## src/rtl/serial_adder_ctrl.sv

```systemverilog
// -----------------------------------------------------------------------------
// serial_adder_ctrl
//
// Bit-serial adder: one full-adder cell plus a carry flop, processing one bit
// per clock, LSB first. Operands and carry-in are captured when a start is
// accepted (in IDLE or DONE). After WIDTH RUN cycles the full sum and the
// carry-out are written to the output registers and done_out pulses for one
// cycle. A start seen during that DONE cycle begins the next operation with
// no idle gap.
//
// Ports
//   clk_in    : clock, all state updates on the rising edge
//   rst_in    : synchronous active-high reset, overrides everything
//   start_in  : request; honoured only in IDLE or DONE
//   a_in      : operand A (WIDTH bits), captured on accepted start
//   b_in      : operand B (WIDTH bits), captured on accepted start
//   c_in      : carry-in, captured on accepted start
//   sum_out   : registered sum, holds until the next completion
//   c_out     : registered carry-out, holds until the next completion
//   busy_out  : high while bits are being processed (state RUN)
//   done_out  : one-cycle pulse when sum_out/c_out have just been updated
// -----------------------------------------------------------------------------
module serial_adder_ctrl #(
    parameter int WIDTH = 4
) (
    input  logic             clk_in,
    input  logic             rst_in,
    input  logic             start_in,
    input  logic [WIDTH-1:0] a_in,
    input  logic [WIDTH-1:0] b_in,
    input  logic             c_in,
    output logic [WIDTH-1:0] sum_out,
    output logic             c_out,
    output logic             busy_out,
    output logic             done_out
);

    localparam int CNT_W = $clog2(WIDTH + 1);
    localparam logic [CNT_W-1:0] LAST_BIT = CNT_W'(WIDTH - 1);

    typedef enum logic [1:0] {
        IDLE = 2'd0,
        RUN  = 2'd1,
        DONE = 2'd2
    } state_t;

    state_t state_reg, state_next;

    logic [WIDTH-1:0] a_reg, b_reg, res_reg;
    logic [WIDTH-1:0] a_next, b_next, res_next;
    logic             cy_reg;
    logic [CNT_W-1:0] cnt_reg;
    logic [WIDTH-1:0] sum_reg;
    logic             c_out_reg;

    logic bit_sum;
    logic carry_next;
    logic accept;
    logic last_bit;

    // Full-adder cell on the current LSBs.
    assign bit_sum    = a_reg[0] ^ b_reg[0] ^ cy_reg;
    assign carry_next = (a_reg[0] & b_reg[0]) | (cy_reg & (a_reg[0] ^ b_reg[0]));

    // A start is only honoured outside RUN, so operands never change mid-add.
    assign accept   = start_in && (state_reg != RUN);
    assign last_bit = (cnt_reg == LAST_BIT);

    // Right-shift lanes: operands shift towards bit 0, the new sum bit enters
    // at the MSB of the result so that after WIDTH shifts bit 0 holds the
    // first (least significant) sum bit.
    assign a_next[WIDTH-1]   = 1'b0;
    assign b_next[WIDTH-1]   = 1'b0;
    assign res_next[WIDTH-1] = bit_sum;

    generate
        for (genvar gi = 0; gi < WIDTH - 1; gi++) begin : g_shift
            assign a_next[gi]   = a_reg[gi + 1];
            assign b_next[gi]   = b_reg[gi + 1];
            assign res_next[gi] = res_reg[gi + 1];
        end
    endgenerate

    // State register.
    always_ff @(posedge clk_in) begin
        if (rst_in) begin
            state_reg <= IDLE;
        end else begin
            state_reg <= state_next;
        end
    end

    // Next-state logic.
    always_comb begin
        state_next = state_reg;
        case (state_reg)
            IDLE: begin
                if (start_in) state_next = RUN;
            end
            RUN: begin
                if (last_bit) state_next = DONE;
            end
            DONE: begin
                state_next = start_in ? RUN : IDLE;
            end
            default: state_next = IDLE;
        endcase
    end

    // Datapath: operand capture, bit-serial shifting and result update.
    always_ff @(posedge clk_in) begin
        if (rst_in) begin
            a_reg     <= '0;
            b_reg     <= '0;
            res_reg   <= '0;
            cy_reg    <= 1'b0;
            cnt_reg   <= '0;
            sum_reg   <= '0;
            c_out_reg <= 1'b0;
        end else if (accept) begin
            a_reg   <= a_in;
            b_reg   <= b_in;
            res_reg <= '0;
            cy_reg  <= c_in;
            cnt_reg <= '0;
        end else if (state_reg == RUN) begin
            a_reg   <= a_next;
            b_reg   <= b_next;
            res_reg <= res_next;
            cy_reg  <= carry_next;
            cnt_reg <= cnt_reg + CNT_W'(1);
            // Outputs are only touched on the final bit so they hold steady
            // for the whole run.
            if (last_bit) begin
                sum_reg   <= res_next;
                c_out_reg <= carry_next;
            end
        end
    end

    assign sum_out  = sum_reg;
    assign c_out    = c_out_reg;
    assign busy_out = (state_reg == RUN);
    assign done_out = (state_reg == DONE);

endmodule

```

## config.mk

```make
export PLATFORM = sky130hd
export DESIGN_NAME = serial_adder_ctrl
export DESIGN_NICKNAME = d
export VERILOG_FILES = /design/src/rtl/serial_adder_ctrl.sv
export SDC_FILE = /design/constraint.sdc
export NUM_CORES = 1
export LEC_CHECK = 0
export ABC_AREA = 1
export CORE_MARGIN = 1
export CORE_UTILIZATION = 30
export CTS_BUF_LIST = sky130_fd_sc_hd__clkbuf_8
export CTS_CLUSTER_DIAMETER = 60
export DETAILED_ROUTE_END_ITERATION = 10
export DONT_BUFFER_PORTS = 1
export PLACE_DENSITY_LB_ADDON = 0.25
export SLEW_MARGIN = 20
export SYNTH_ARGS = -nofsm -noshare
export SYNTH_HDL_FRONTEND = slang
export SYNTH_SLANG_ARGS = --single-unit
```

## constraint.sdc

```tcl
create_clock -name clk_in -period 1.7 [get_ports clk_in]
set_input_delay 0.34 -clock clk_in [delete_from_list [all_inputs] [get_ports clk_in]]
set_output_delay 0.34 -clock clk_in [all_outputs]
set_load 0.02 [all_outputs]
```

==> metrics <==
R2R setup slack 0.39 ns; nets 145; Crit path arrival time 1.21 ns; Final Max Slew Viols 0; CP Class reg2out; post-synthesis sequential area ratio approximately 46%; FMAX 647 MHz; pin slew with the least headroom to its limit 0.429 ns; clk buf depth 2; Cell Pwr Density 1050 nW/um^2; routing usage on met3 about 3.3%; fin cells 173; clock sinks 22; commonest non-fill, non-tap cell in the layout nand2_1; postcts setup bufs 0; first-pass GRT wire length 3.33 mm; Max Cap Viol 0; CTS tree done; DRC 0; Yosys reg bits 22; detailed router's first-iteration violation count 18; largest net degree at the start of global routing 25; post-route ant nets 0; Synth Cell Area 967 um^2; Crit. End Element output pin; RSZ-0062 raised after global routing no; GRT Total Usage 12.4%; cts repair resizes 0; Period minus WS final 1.55 ns; GPL Wtd Cong about 0.7; Worst EP required 1.36 ns; vias per inst 4.50; GR Layer Usage met1 15.6%; Max IR drop VDD roughly 0.63 mV; Ports 19; GRT met2 Usage around a fifth; worst hold-check path type in2reg; Post-Syn Instances between 100 and 150; CTS Buf Count 3; IO Port Bufs 0; Worst-path clk slew 0.08 ns; Final Hold Violating Endpoints 0; drt wl/cell 10.3 um; vias 779; antenna violations before repair 0; crit-path max FO 15; Initial DRT Pass Iterations 4; GRT Residual Overflow 0; Layout area overhead 9.96%; H-Tree Depth 1; hpwl dp 1.35 mm; die width 58.8 um; outcome completed; period utilization about nine tenths; root buf cell clkbuf_8; area leader, netlist dfxtp_1; Starting Density 31.7%; Worst slew margin 71.2%; Synth cell types 19; area share of the largest cell type after synthesis 45.5%; Pleak 0.000486 uW; dominant cells by area after synthesis dfxtp_1, nand2_1, nand3_1, inv_1, a21oi_1; GR peak layer met2; synthesized area per cell about 7.6 um^2; drt total wl 1.78 mm; Ant. Diodes 0; die height approximately 59 um; Net Count, Synth 143; Final setup viols 0; layout cell share with drive strength beyond 1 9.30%; leading cell types in the layout, fill and taps excluded nand2_1, nand3_1, dfxtp_1, inv_1, a21oi_1; number of global-route vias before repair about 770; # hold bufs at CTS 0; DIE AREA roughly 3500 um^2; clk_lat worst skew around 0.26 ns; Fin Setup TNS 0 ns; Inst Count DP approximately 170; # rows 20; Ys Warns 0; Fillers between 300 and 400; Max Clock Skew 0.00285 ns; Core Area roughly 3000 um^2; critical path startpoint category flip-flop
## final cells by class
cell class	instances	area [um^2]	share of cell area, %
Inverter	15	56.3	5.29
Multi-Input combinational cell	86	425	40.0
Clock buffer	3	41.3	3.88
Clock inverter	1	30.0	2.82
Tap cell	44	55.1	5.18
Sequential cell	22	440	41.4
Timing Repair Buffer	2	15.0	1.41
## kinds of logic (layout without fill, tap and decap cells)
logic type | after synthesis | count (layout) | synth area share, %
AO/OA/AOI/OAI | 10 | 10 | 5.17
buffers and inverters | 20 | 21 | 10.5
AND/OR/NAND/NOR | 72 | 72 | 33.2
flip-flops | 22 | 22 | 45.5
XOR/XNOR | 1 | 1 | 0.906
adder cells (fa/ha/maj) | 3 | 3 | 4.66
## path summary, 6_finish.rpt
path	to	cells after the start	startpoint
worst min register to register	sum_out[1]	2	res_reg[2]
worst max register to register	sum_out[0]	6	state_reg[1]
worst max-delay path	busy_out	3	state_reg[0]
worst min-delay path	state_reg[0]	1	rst_in
## stage by stage
step	hold slack (ns)	setup WS (ns)	cell area, um^2	total power, uW	util (%)
2_1_floorplan	0.409	0.509	967	643	-
3_3_place_gp	0.410	0.419	992	649	32.5
3_5_place_dp	0.412	0.367	992	651	32.5
4_1_cts	0.136	0.140	1060	1130	34.8
5_1_grt	0.134	0.100	1060	1160	34.8
6_report	0.143	0.154	1060	1110	34.8
## Yosys cell counts (all sizes together)
master and number:
dfxtp 22, buf 4, nand3 27, nor2 7, clkbuf 1, xor2 1, fa 1, inv 15
nand2 37, or2 1, ha 2, a21oi 8, o21ai 2
## critical path, stage by stage, from the launching register on
cell and delay (ns):
dfxtp_1 0.38, inv_2 0.07, nor2_4 0.29, buf_4 0.21
## metal layers
metal / up-vias / part of all wire (%)
li1: 408 / -
met1: 354 / 50
met2: 15 / 45
met3: 2 / 5.1
met4: 0 / 0.56
met5: - / 0
## report_power, final
| part | switching (uW) | total [uW] | leakage [uW] | internal, uW |
|---|---|---|---|---|
| clock network | 164 | 478 | 0.0000357 | 314 |
| registers | 12.3 | 546 | 0.000179 | 533 |
| logic | 59.3 | 91.0 | 0.000271 | 31.7 |
No activity file was read; power rests on OpenSTA's default activity.
